--- src/rtl/exp_pkg.sv ---
// Shared constants for the sequence display controller: state codes, widths, default timings.
package exp_pkg;

    localparam int unsigned LARGURA_END  = 4;
    localparam int unsigned LARGURA_DADO = 4;

    localparam int unsigned T_ON_PADRAO  = 1000;
    localparam int unsigned T_OFF_PADRAO = 500;

    typedef logic [3:0] estado_t;

    // Codes also drive the hexa7seg debug display, so their values are fixed.
    localparam estado_t OCIOSO  = 4'd0;
    localparam estado_t CARREGA = 4'd1;
    localparam estado_t ACENDE  = 4'd2;
    localparam estado_t APAGA   = 4'd3;
    localparam estado_t PROXIMO = 4'd4;
    localparam estado_t FIM     = 4'd5;

    // ceil(log2(max(a, b))), never below 1 bit so a counter always exists.
    function automatic int unsigned largura_timer(input int unsigned a, input int unsigned b);
        int unsigned m;
        m = (a > b) ? a : b;
        return (m < 2) ? 1 : $clog2(m);
    endfunction

endpackage

--- src/rtl/controlador_exibicao_sequencia_if.sv ---
// Handshake with the game control unit plus the sequence-memory read port.
interface controlador_exibicao_sequencia_if;
    import exp_pkg::*;

    logic                    iniciar;
    logic                    abortar;
    logic [LARGURA_END-1:0]  limite;
    logic [LARGURA_DADO-1:0] dado;
    logic [LARGURA_END-1:0]  endereco;
    logic [LARGURA_DADO-1:0] leds;
    logic                    ocupado;
    logic                    pronto;
    estado_t                 db_estado;

    modport master (
        output iniciar,
        output abortar,
        output limite,
        output dado,
        input  endereco,
        input  leds,
        input  ocupado,
        input  pronto,
        input  db_estado
    );

    modport slave (
        input  iniciar,
        input  abortar,
        input  limite,
        input  dado,
        output endereco,
        output leds,
        output ocupado,
        output pronto,
        output db_estado
    );

endinterface

--- src/rtl/contador_temporizador.sv ---
// Modulo counter: counts while `conta`, wraps and flags `fim` at the selected terminal value.
module contador_temporizador #(
    parameter int unsigned LARGURA = 4
) (
    input  logic               clock,
    input  logic               reset,
    input  logic               zera,
    input  logic               conta,
    input  logic [LARGURA-1:0] terminal,
    output logic               fim
);

    logic [LARGURA-1:0] contagem_q;
    logic [LARGURA-1:0] contagem_d;

    assign fim = (contagem_q == terminal);

    always_comb begin
        contagem_d = contagem_q;
        if (zera) begin
            contagem_d = '0;
        end else if (conta) begin
            contagem_d = fim ? '0 : contagem_q + 1'b1;
        end
    end

    always_ff @(posedge clock) begin
        if (reset) begin
            contagem_q <= '0;
        end else begin
            contagem_q <= contagem_d;
        end
    end

endmodule

--- src/rtl/controlador_exibicao_sequencia.sv ---
// Plays the stored sequence on the LEDs: each item lit for T_ON cycles, then blank for T_OFF.
module controlador_exibicao_sequencia
    import exp_pkg::*;
#(
    parameter int unsigned T_ON  = T_ON_PADRAO,
    parameter int unsigned T_OFF = T_OFF_PADRAO
) (
    input logic                             clock,
    input logic                             reset,
    controlador_exibicao_sequencia_if.slave sinais
);

    localparam int unsigned LARGURA_TIMER = largura_timer(T_ON, T_OFF);
    localparam logic [LARGURA_TIMER-1:0] TERMINAL_ON  = LARGURA_TIMER'(T_ON - 1);
    localparam logic [LARGURA_TIMER-1:0] TERMINAL_OFF = LARGURA_TIMER'(T_OFF - 1);

    if (T_ON < 1 || T_OFF < 1) begin : g_param_invalido
        $error("T_ON and T_OFF must both be at least 1");
    end

    estado_t                 estado_q, estado_d;
    logic [LARGURA_DADO-1:0] leds_q, leds_d;
    logic [LARGURA_END-1:0]  endereco_q, endereco_d;
    logic [LARGURA_END-1:0]  limite_q, limite_d;

    logic                     timer_conta;
    logic                     timer_zera;
    logic                     timer_fim;
    logic [LARGURA_TIMER-1:0] timer_terminal;

    // One shared timer: terminal follows the phase being timed.
    assign timer_conta    = (estado_q == ACENDE) || (estado_q == APAGA);
    assign timer_terminal = (estado_q == ACENDE) ? TERMINAL_ON : TERMINAL_OFF;
    assign timer_zera     = sinais.abortar || !timer_conta || timer_fim;

    contador_temporizador #(
        .LARGURA (LARGURA_TIMER)
    ) u_timer (
        .clock    (clock),
        .reset    (reset),
        .zera     (timer_zera),
        .conta    (timer_conta),
        .terminal (timer_terminal),
        .fim      (timer_fim)
    );

    always_comb begin
        estado_d   = estado_q;
        leds_d     = leds_q;
        endereco_d = endereco_q;
        limite_d   = limite_q;

        if (sinais.abortar) begin
            estado_d   = OCIOSO;
            leds_d     = '0;
            endereco_d = '0;
        end else begin
            case (estado_q)
                OCIOSO: begin
                    leds_d     = '0;
                    endereco_d = '0;
                    if (sinais.iniciar) begin
                        limite_d = sinais.limite;
                        estado_d = CARREGA;
                    end
                end
                CARREGA: begin
                    // Address has been stable a full cycle, so `dado` is valid here.
                    leds_d   = sinais.dado;
                    estado_d = ACENDE;
                end
                ACENDE: begin
                    if (timer_fim) begin
                        leds_d   = '0;
                        estado_d = APAGA;
                    end
                end
                APAGA: begin
                    if (timer_fim) begin
                        estado_d = PROXIMO;
                    end
                end
                PROXIMO: begin
                    // Compare before incrementing so limite=15 never wraps the address.
                    if (endereco_q == limite_q) begin
                        estado_d = FIM;
                    end else begin
                        endereco_d = endereco_q + 1'b1;
                        estado_d   = CARREGA;
                    end
                end
                FIM: begin
                    endereco_d = '0;
                    estado_d   = OCIOSO;
                end
                default: begin
                    leds_d     = '0;
                    endereco_d = '0;
                    estado_d   = OCIOSO;
                end
            endcase
        end
    end

    always_ff @(posedge clock) begin
        if (reset) begin
            estado_q   <= OCIOSO;
            leds_q     <= '0;
            endereco_q <= '0;
            limite_q   <= '0;
        end else begin
            estado_q   <= estado_d;
            leds_q     <= leds_d;
            endereco_q <= endereco_d;
            limite_q   <= limite_d;
        end
    end

    assign sinais.leds      = leds_q;
    assign sinais.endereco  = endereco_q;
    assign sinais.db_estado = estado_q;
    assign sinais.ocupado   = (estado_q != OCIOSO);
    assign sinais.pronto    = (estado_q == FIM);

endmodule

--- src/flat_wrapper.sv ---
// flat-port wrapper written by rule: the top's interface ports become plain ports
module controlador_exibicao_sequencia_flat import exp_pkg::*;
#(
    parameter int unsigned T_ON  = T_ON_PADRAO,
    parameter int unsigned T_OFF = T_OFF_PADRAO
)
  (clock, reset, sinais_iniciar, sinais_abortar, sinais_limite, sinais_dado, sinais_endereco, sinais_leds, sinais_ocupado, sinais_pronto, sinais_db_estado);
  controlador_exibicao_sequencia_if sinais_i ();
  input logic clock;
  input logic reset;
  input wire logic [$bits(sinais_i.iniciar)-1:0] sinais_iniciar;
  input wire logic [$bits(sinais_i.abortar)-1:0] sinais_abortar;
  input wire logic [$bits(sinais_i.limite)-1:0] sinais_limite;
  input wire logic [$bits(sinais_i.dado)-1:0] sinais_dado;
  output wire logic [$bits(sinais_i.endereco)-1:0] sinais_endereco;
  output wire logic [$bits(sinais_i.leds)-1:0] sinais_leds;
  output wire logic [$bits(sinais_i.ocupado)-1:0] sinais_ocupado;
  output wire logic [$bits(sinais_i.pronto)-1:0] sinais_pronto;
  output wire logic [$bits(sinais_i.db_estado)-1:0] sinais_db_estado;
  assign sinais_i.iniciar = sinais_iniciar;
  assign sinais_i.abortar = sinais_abortar;
  assign sinais_i.limite = sinais_limite;
  assign sinais_i.dado = sinais_dado;
  assign sinais_endereco = sinais_i.endereco;
  assign sinais_leds = sinais_i.leds;
  assign sinais_ocupado = sinais_i.ocupado;
  assign sinais_pronto = sinais_i.pronto;
  assign sinais_db_estado = sinais_i.db_estado;
  controlador_exibicao_sequencia #(.T_ON(T_ON), .T_OFF(T_OFF)) u_core (.clock(clock), .reset(reset), .sinais(sinais_i));
endmodule
--- config.mk ---
export PLATFORM = sky130hd
export DESIGN_NAME = controlador_exibicao_sequencia_flat
export DESIGN_NICKNAME = d
export VERILOG_FILES = /design/src/rtl/exp_pkg.sv /design/src/rtl/controlador_exibicao_sequencia_if.sv /design/src/rtl/contador_temporizador.sv /design/src/rtl/controlador_exibicao_sequencia.sv /design/src/flat_wrapper.sv
export SDC_FILE = /design/constraint.sdc
export NUM_CORES = 1
export LEC_CHECK = 0
export CORE_ASPECT_RATIO = 0.7
export CORE_UTILIZATION = 29
export DETAILED_ROUTE_END_ITERATION = 7
export PLACE_DENSITY_LB_ADDON = 0.3
export SYNTH_ARGS = -nofsm -noshare
export SYNTH_HDL_FRONTEND = slang
export SYNTH_SLANG_ARGS = --single-unit
export TNS_END_PERCENT = 1
--- constraint.sdc ---
create_clock -name clock -period 2.1 [get_ports clock]
set_clock_uncertainty 0.1 [all_clocks]
set_input_delay 0.42 -clock clock [delete_from_list [all_inputs] [get_ports clock]]
set_output_delay 0.42 -clock clock [all_outputs]
set_load 0.005 [all_outputs]
==> results of run 1 <==
cell type report:
class                   instances  share of cell area
well taps                      52              0.0390
repair buffers                 35               0.194
clock buffers                   4              0.0270
multi-input cells             109               0.431
flip-flops and latches         25               0.300
inverters                       4             0.00901
cells by family (layout without fill, tap and decap cells):
group | after synthesis | after routing | synth area share
AND/OR/NAND/NOR | 72 | 72 | 0.322
flip-flops | 25 | 25 | 0.391
AO/OA/AOI/OAI | 16 | 16 | 0.0830
XOR/XNOR | 12 | 12 | 0.0820
buffers and inverters | 12 | 43 | 0.0527
multiplexers | 6 | 6 | 0.0469
adder cells (fa/ha/maj) | 2 | 2 | 0.0195
other | 1 | 1 | 0.00293
how the worst max path moves through the flow:
stage	start	to	slack, ns	cells after the start
2_1_floorplan	u_core.sinais.db_estado[0]	u_core.limite_q[0]	0.40	6
5_1_grt	u_core.sinais.db_estado[1]	sinais_db_estado[1]	0.04	2
4_1_cts	u_core.sinais.db_estado[0]	sinais_pronto	0.02	3
3_3_place_gp	sinais_abortar	u_core.sinais.db_estado[0]	0.04	5
6_report	u_core.sinais.db_estado[1]	sinais_ocupado	0.1	2
3_5_place_dp	sinais_abortar	u_core.u_timer.contagem_q[6]	0.0006	6
power by group:
group / switching (mW) / internal [mW] / leakage [nW]
registers: 0.0257 / 0.499 / 0.202
logic: 0.127 / 0.149 / 0.366
clock network: 0.147 / 0.136 / 0.0228
total: 0.300 / 0.784 / 0.591
worst register-to-register path, stage by stage, from the launching register on:
cell	delay, ns
sky130_fd_sc_hd__dfxtp_1	0.38
sky130_fd_sc_hd__ha_1	0.22
sky130_fd_sc_hd__nand2_1	0.10
sky130_fd_sc_hd__or3_1	0.41
sky130_fd_sc_hd__o21ai_0	0.28
sky130_fd_sc_hd__buf_4	0.23
sky130_fd_sc_hd__nor2_1	0.06
layout by cell type, fill, tap and decap left out, types with 2 or more instances in the layout:
master and n:
sky130_fd_sc_hd__nand4b_1 2, sky130_fd_sc_hd__nor3_1 4, sky130_fd_sc_hd__o211ai_1 2, sky130_fd_sc_hd__mux2i_1 6
sky130_fd_sc_hd__buf_4 11, sky130_fd_sc_hd__clkdlybuf4s50_1 24, sky130_fd_sc_hd__nor4_1 4, sky130_fd_sc_hd__o21ai_0 5
sky130_fd_sc_hd__nand3b_1 2, sky130_fd_sc_hd__nand2_1 8, sky130_fd_sc_hd__nand3_1 11, sky130_fd_sc_hd__clkbuf_8 3
sky130_fd_sc_hd__xor2_1 5, sky130_fd_sc_hd__xnor2_1 7, sky130_fd_sc_hd__a22oi_1 4, sky130_fd_sc_hd__ha_1 2
sky130_fd_sc_hd__inv_1 4, sky130_fd_sc_hd__or3_1 3, sky130_fd_sc_hd__nor3b_1 4, sky130_fd_sc_hd__nand4_1 4
sky130_fd_sc_hd__nor2_1 19, sky130_fd_sc_hd__dfxtp_1 25
registers in the layout, indices dropped and copies added (netlist names):
register                   cells
u_core.limite_q                4
u_core.u_timer.contagem_q     10
u_core.sinais.db_estado        3
u_core.sinais.endereco         4
u_core.sinais.leds             4
stage by stage:
stage | util | hold slack (ns)
floorplan | - | 0.330
global placement | 0.398 | 0.345
detailed placement | 0.398 | 0.358
CTS | 0.409 | 0.379
global route | 0.410 | 0.405
finish | 0.410 | 0.375
layer usage:
layer  vias up  share of wire
met4         0          0.016
met1       522           0.51
met5         -              0
li1        585              -
met3         4          0.030
met2        16           0.45
what timing repair did:
action,in CTS,in global routing
resized for setup,0,1
hold endpoints to repair,0,0
setup endpoints to repair,0,1
==> run metrics, run 1 <==
mean cell area of the mapped netlist=about 8.8 sq um; largest net degree at the start of global routing=14; part of the Yosys area used for sequential elements=0.391; detailed-route DRC error count=0; multi-input combinational cell area=718 sq um; Seq. cell area=roughly 500 sq um; crit path max-delay cell type=sky130_fd_sc_hd__clkdlybuf4s50_1; CTS Root Cell=sky130_fd_sc_hd__clkbuf_8; total negative setup slack=0 ns; Inst Count DP=around 230; clock tree sinks=25; CTS HTree Levels=1; CP Class=reg -> out; CTS max path bufs=2; hold violation total from the final report=0; TritonCTS clock tree=yes; number of warnings reported in the yosys synthesis log=0; total core area=~4100 sq um; number of enable-type register cells in the synthesized netlist=0; #FFs+latches synth=25; power density over cell area=650 nW/um^2; overall power of the completed layout=between 1 and 1.5 mW; worst hold path startpoint=u_core.u_timer.contagem_q[0]; final critical path time including I/O delays and setup=around 2 ns; routability congestion estimate=a little under 0.8; area of the mapped netlist=around 1300 sq um; number of antenna violations at the first check in global routing=0; Placement Cell Area=between 1500 and 2000 sq um; dominant register cell in the synthesized netlist=sky130_fd_sc_hd__dfxtp_1; Final HPWL DP=~2200 um; count of mapped cells out of synthesis=146; busiest grt layer=met2; grt met3 use=0.0378; clock input transition at the sequential cells of the worst setup and hold paths=approximately 0.08 ns; worst hold path cell count=1; leading cell types by count after synthesis=25 x sky130_fd_sc_hd__dfxtp_1, 19 x sky130_fd_sc_hd__nor2_1, 11 x sky130_fd_sc_hd__nand3_1, 8 x sky130_fd_sc_hd__nand2_1, 7 x sky130_fd_sc_hd__xnor2_1; Worst setup EP type=output port; nets@finish=192; area share of the largest cell type after synthesis=0.391; worst setup slack before clock tree synthesis=0.000620 ns; Area contributors post-synth=sky130_fd_sc_hd__dfxtp_1 39%, sky130_fd_sc_hd__nor2_1 5.6%, sky130_fd_sc_hd__xnor2_1 4.8%, sky130_fd_sc_hd__mux2i_1 4.7%, sky130_fd_sc_hd__nand3_1 4.3%; number of nets with antenna violations after detailed routing=0; overall fraction of global-route tracks in use=0.137; number of cells on the worst reg-to-reg path=6; dominant cell type by area after synthesis=sky130_fd_sc_hd__dfxtp_1; count of distinct cell types in the synthesized netlist=40; Buffers & Inverters on Critical Path=1; GR met1 Demand/Resource=0.177; WHS Endpoint=u_core.u_timer.contagem_q[0]; Starting Density=0.315; launch point of the worst reg-to-reg path=u_core.u_timer.contagem_q[0]; global-route wire length before repair=~4800 um; dominant delay contributor by cell family on the critical path=buffers and inverters; met2 Usage GRT=0.215; sum of overflow across all layers after global routing=0; share of flip-flops with an asynchronous set or reset after synthesis=0; flop-to-flop setup slack=~0.23 ns; Worst-Skew Late Latency=roughly 0.27 ns; series of cell instances along the critical path=or3_4 > clkdlybuf4s50_1; post-route cell area=1670 sq um; die area=4690 sq um; average wire length per cell after detail routing=approximately 12 um; Chip Height=between 50 and 60 um; RSZ-0062 raised after global routing=no; total via count in the routed design=1,127; standard-cell rows=19; iteration-0 DRC count of the detailed router=38; via count normalized by instance count=about 5; most frequent cell after synthesis=sky130_fd_sc_hd__dfxtp_1; maximum clock frequency=around 0.50 GHz; Post-Layout Cell Count=229; buffer count from post-CTS setup fixing=0; R2R Path End=u_core.u_timer.contagem_q[2]; vias in the first global route=just over 1,000; Routed Wire Length=about 2800 um; ANT cells=0; Fill cells=393; worst ir drop on vdd=around 240 uV; total clock buffers created by CTS=3; max incr delay on CP=roughly 0.46 ns; ratio of cells with drive above 1 in the final layout=0.113; layout overhead on the synthesized area=30.1%; Initial DRT Pass Iterations=5; Syn Nets=160; boundary pin count=26; Horiz. Die Dim=81.4 um; Worst Path Required=about 1.6 ns; Leakage Power=between 0.5 and 0.6 nW; outcome=completed; count of max-cap constraint violations=0; Post-CTS Hold Buffers=0; Worst Path Max Fanout=8; kind of start point of the critical path=flop; post-route worst setup slack=around 0.098 ns; ratio of final minimum period to clock period=0.953; number of port buffers=24; final count of negative-setup-slack endpoints=0; count of final max-slew check failures=0; worst hold-check path type=reg -> reg; crit path DAT=approximately 1.5 ns
Power figures use the tool's default switching activity.
==> run 2: changes to the inputs <==
Settings changed: SLEW_MARGIN set to 20.
==> results of run 2 <==
Same layout as run 1: the final DEF is identical, and so are final timing and power.
==> run 3: changes to the inputs <==
Settings changed: SETUP_SLACK_MARGIN set to 0.05, SLEW_MARGIN 20 to 10.
==> run 3 against run 2 <==
Power hardly changed. Maximum frequency is 0.66% higher. Non-clock buffer count stayed put. Final cell count stayed put. Hold slack hardly changed. Global-route usage stayed put. Design area hardly changed. First-iteration DRC count is 7.9% lower. Clock power hardly changed. Setup slack better by 0.013 ns. Combinational power hardly changed. Largest power group unchanged.
==> run metrics, run 3 (synthesis gave the netlist of run 1 again) <==
ratio of final minimum period to clock period=0.947; count of final max-slew check failures=0; total via count in the routed design=~1,100; nets@finish=between 150 and 200; CP Class=reg -> out; Placement Cell Area=about 1600 sq um; routability congestion estimate=between 0.7 and 0.8; R2R Path End=u_core.u_timer.contagem_q[2]; total clock buffers created by CTS=3; Worst Path Max Fanout=5; Initial DRT Pass Iterations=6; clock tree sinks=25; kind of start point of the critical path=flop; standard-cell rows=19; number of nets with antenna violations after detailed routing=0; P_int=0.785 mW; largest register by flop count=u_core.u_timer.contagem_q; flop-to-flop setup slack=~0.23 ns; Post-CTS Hold Buffers=0; RSZ-0062 raised after global routing=yes; average wire length per cell after detail routing=~12 um; Final HPWL DP=around 2200 um; proportion of power drawn by the clock network=0.261; launch point of the worst reg-to-reg path=u_core.u_timer.contagem_q[0]; detailed-route DRC error count=0; maximum clock frequency=around 0.50 GHz; number of cells on the worst reg-to-reg path=6; iteration-0 DRC count of the detailed router=35; Horiz. Die Dim=~81 um; most frequent cells in the layout=24 x sky130_fd_sc_hd__clkdlybuf4s50_1, 24 x sky130_fd_sc_hd__dfxtp_1, 19 x sky130_fd_sc_hd__nor2_1, 11 x sky130_fd_sc_hd__nand3_1, 11 x sky130_fd_sc_hd__buf_4; worst hold-check path type=reg -> reg; total negative setup slack=0 ns; Leakage Power=between 0.5 and 0.6 nW; Starting Density=0.315; WHS Endpoint=u_core.u_timer.contagem_q[0]; final critical path time including I/O delays and setup=roughly 2.0 ns; Worst Path Required=1.58 ns; CTS HTree Levels=1; crit path DAT=about 1.5 ns; Chip Height=57.6 um; count of max-cap constraint violations=0; number of port buffers=24; die area=~4700 sq um; worst hold path startpoint=u_core.u_timer.contagem_q[0]; largest net degree at the start of global routing=14; worst hold path cell count=1; Seq pwr share=0.484; sum of overflow across all layers after global routing=0; clock input transition at the sequential cells of the worst setup and hold paths=about 0.080 ns; Worst setup EP type=output port; number of antenna violations at the first check in global routing=0; Worst-Skew Late Latency=between 0.2 and 0.3 ns; Comb power frac=0.255; outcome=completed; global-route wire length before repair=roughly 4800 um; ANT cells=0; net switching share of the total power=0.277; power spent charging and discharging nets=roughly 0.3 mW; TritonCTS clock tree=yes; total core area=between 4000 and 5000 sq um; CTS Root Cell=sky130_fd_sc_hd__clkbuf_8; post-route cell area=roughly 1700 sq um; CTS max path bufs=2; hold violation total from the final report=0; power density over cell area=~650 nW/um^2; overall fraction of global-route tracks in use=0.137; worst ir drop on vdd=between 200 and 250 uV; ratio of cells with drive above 1 in the final layout=0.119; final count of negative-setup-slack endpoints=0; Routed Wire Length=around 2900 um; boundary pin count=26; via count normalized by instance count=between 4 and 5; layout overhead on the synthesized area=30.2%; vias in the first global route=around 1,000; flip-flop count of the largest register, all copies and words added=10
run 3: area by class of cell:
| cell class | instances | area [sq um] |
|---|---|---|
| timing repair buffer | 35 | 323 |
| inverter | 4 | 15.0 |
| fill | 395 | 2400 |
| sequential | 25 | 502 |
| clock buffer | 4 | 45.0 |
| tap | 52 | 65.1 |
| multi-input combinational | 109 | 718 |
run 3: how the worst max path moves through the flow:
stage | slack [ns] | cells past startpoint | end | start
after global placement | 0.04 | 5 | u_core.sinais.db_estado[0] | sinais_abortar
final | 0.11 | 2 | sinais_ocupado | u_core.sinais.db_estado[2]
after floorplan | 0.40 | 6 | u_core.limite_q[0] | u_core.sinais.db_estado[0]
after global routing | 0.05 | 3 | sinais_pronto | u_core.sinais.db_estado[0]
after detailed placement | 0.0006 | 6 | u_core.u_timer.contagem_q[6] | sinais_abortar
after CTS | 0.09 | 2 | sinais_ocupado | u_core.sinais.db_estado[1]
run 3: worst max-delay path, stage by stage (launching register included):
cell and delay [ns]:
sky130_fd_sc_hd__dfxtp_1 0.35, sky130_fd_sc_hd__or3_4 0.40, sky130_fd_sc_hd__clkdlybuf4s50_1 0.46
run 3: stage by stage:
stage | instances | setup slack, ns | power, mW | hold WS, ns | utilization
after global routing | 229 | 0.0477 | 1.15 | 0.405 | 0.410
after detailed placement | 225 | 0.000620 | 0.810 | 0.358 | 0.398
after floorplan | 146 | 0.396 | 0.694 | 0.330 | -
after CTS | 229 | 0.0892 | 1.10 | 0.379 | 0.410
final | 229 | 0.111 | 1.09 | 0.375 | 0.410
after global placement | 225 | 0.0446 | 0.805 | 0.345 | 0.398
run 3: power by group through the flow:
stage                     Clock (mW)  Combinational [mW]  Sequential (mW)
after floorplan                    0               0.166            0.528
final                          0.283               0.277            0.525
after detailed placement           0               0.275            0.535
after global routing           0.320               0.304            0.530
after global placement             0               0.269            0.535
after CTS                      0.297               0.278            0.525
run 3: routing by layer:
metal,wire [um],vias to the layer above,share of wire,global-route usage
met3,84,4,0.029,0.0378
met4,46,0,0.016,0.0536
met2,1290,16,0.45,0.215
li1,-,584,-,-
met5,0,-,0,0
met1,1440,526,0.50,0.177
run 3: repair_timing:
action | in CTS | in global routing
endpoints found under the setup margin | 1 | 3
gates resized for setup | 1 | 1
setup buffers | 0 | 0
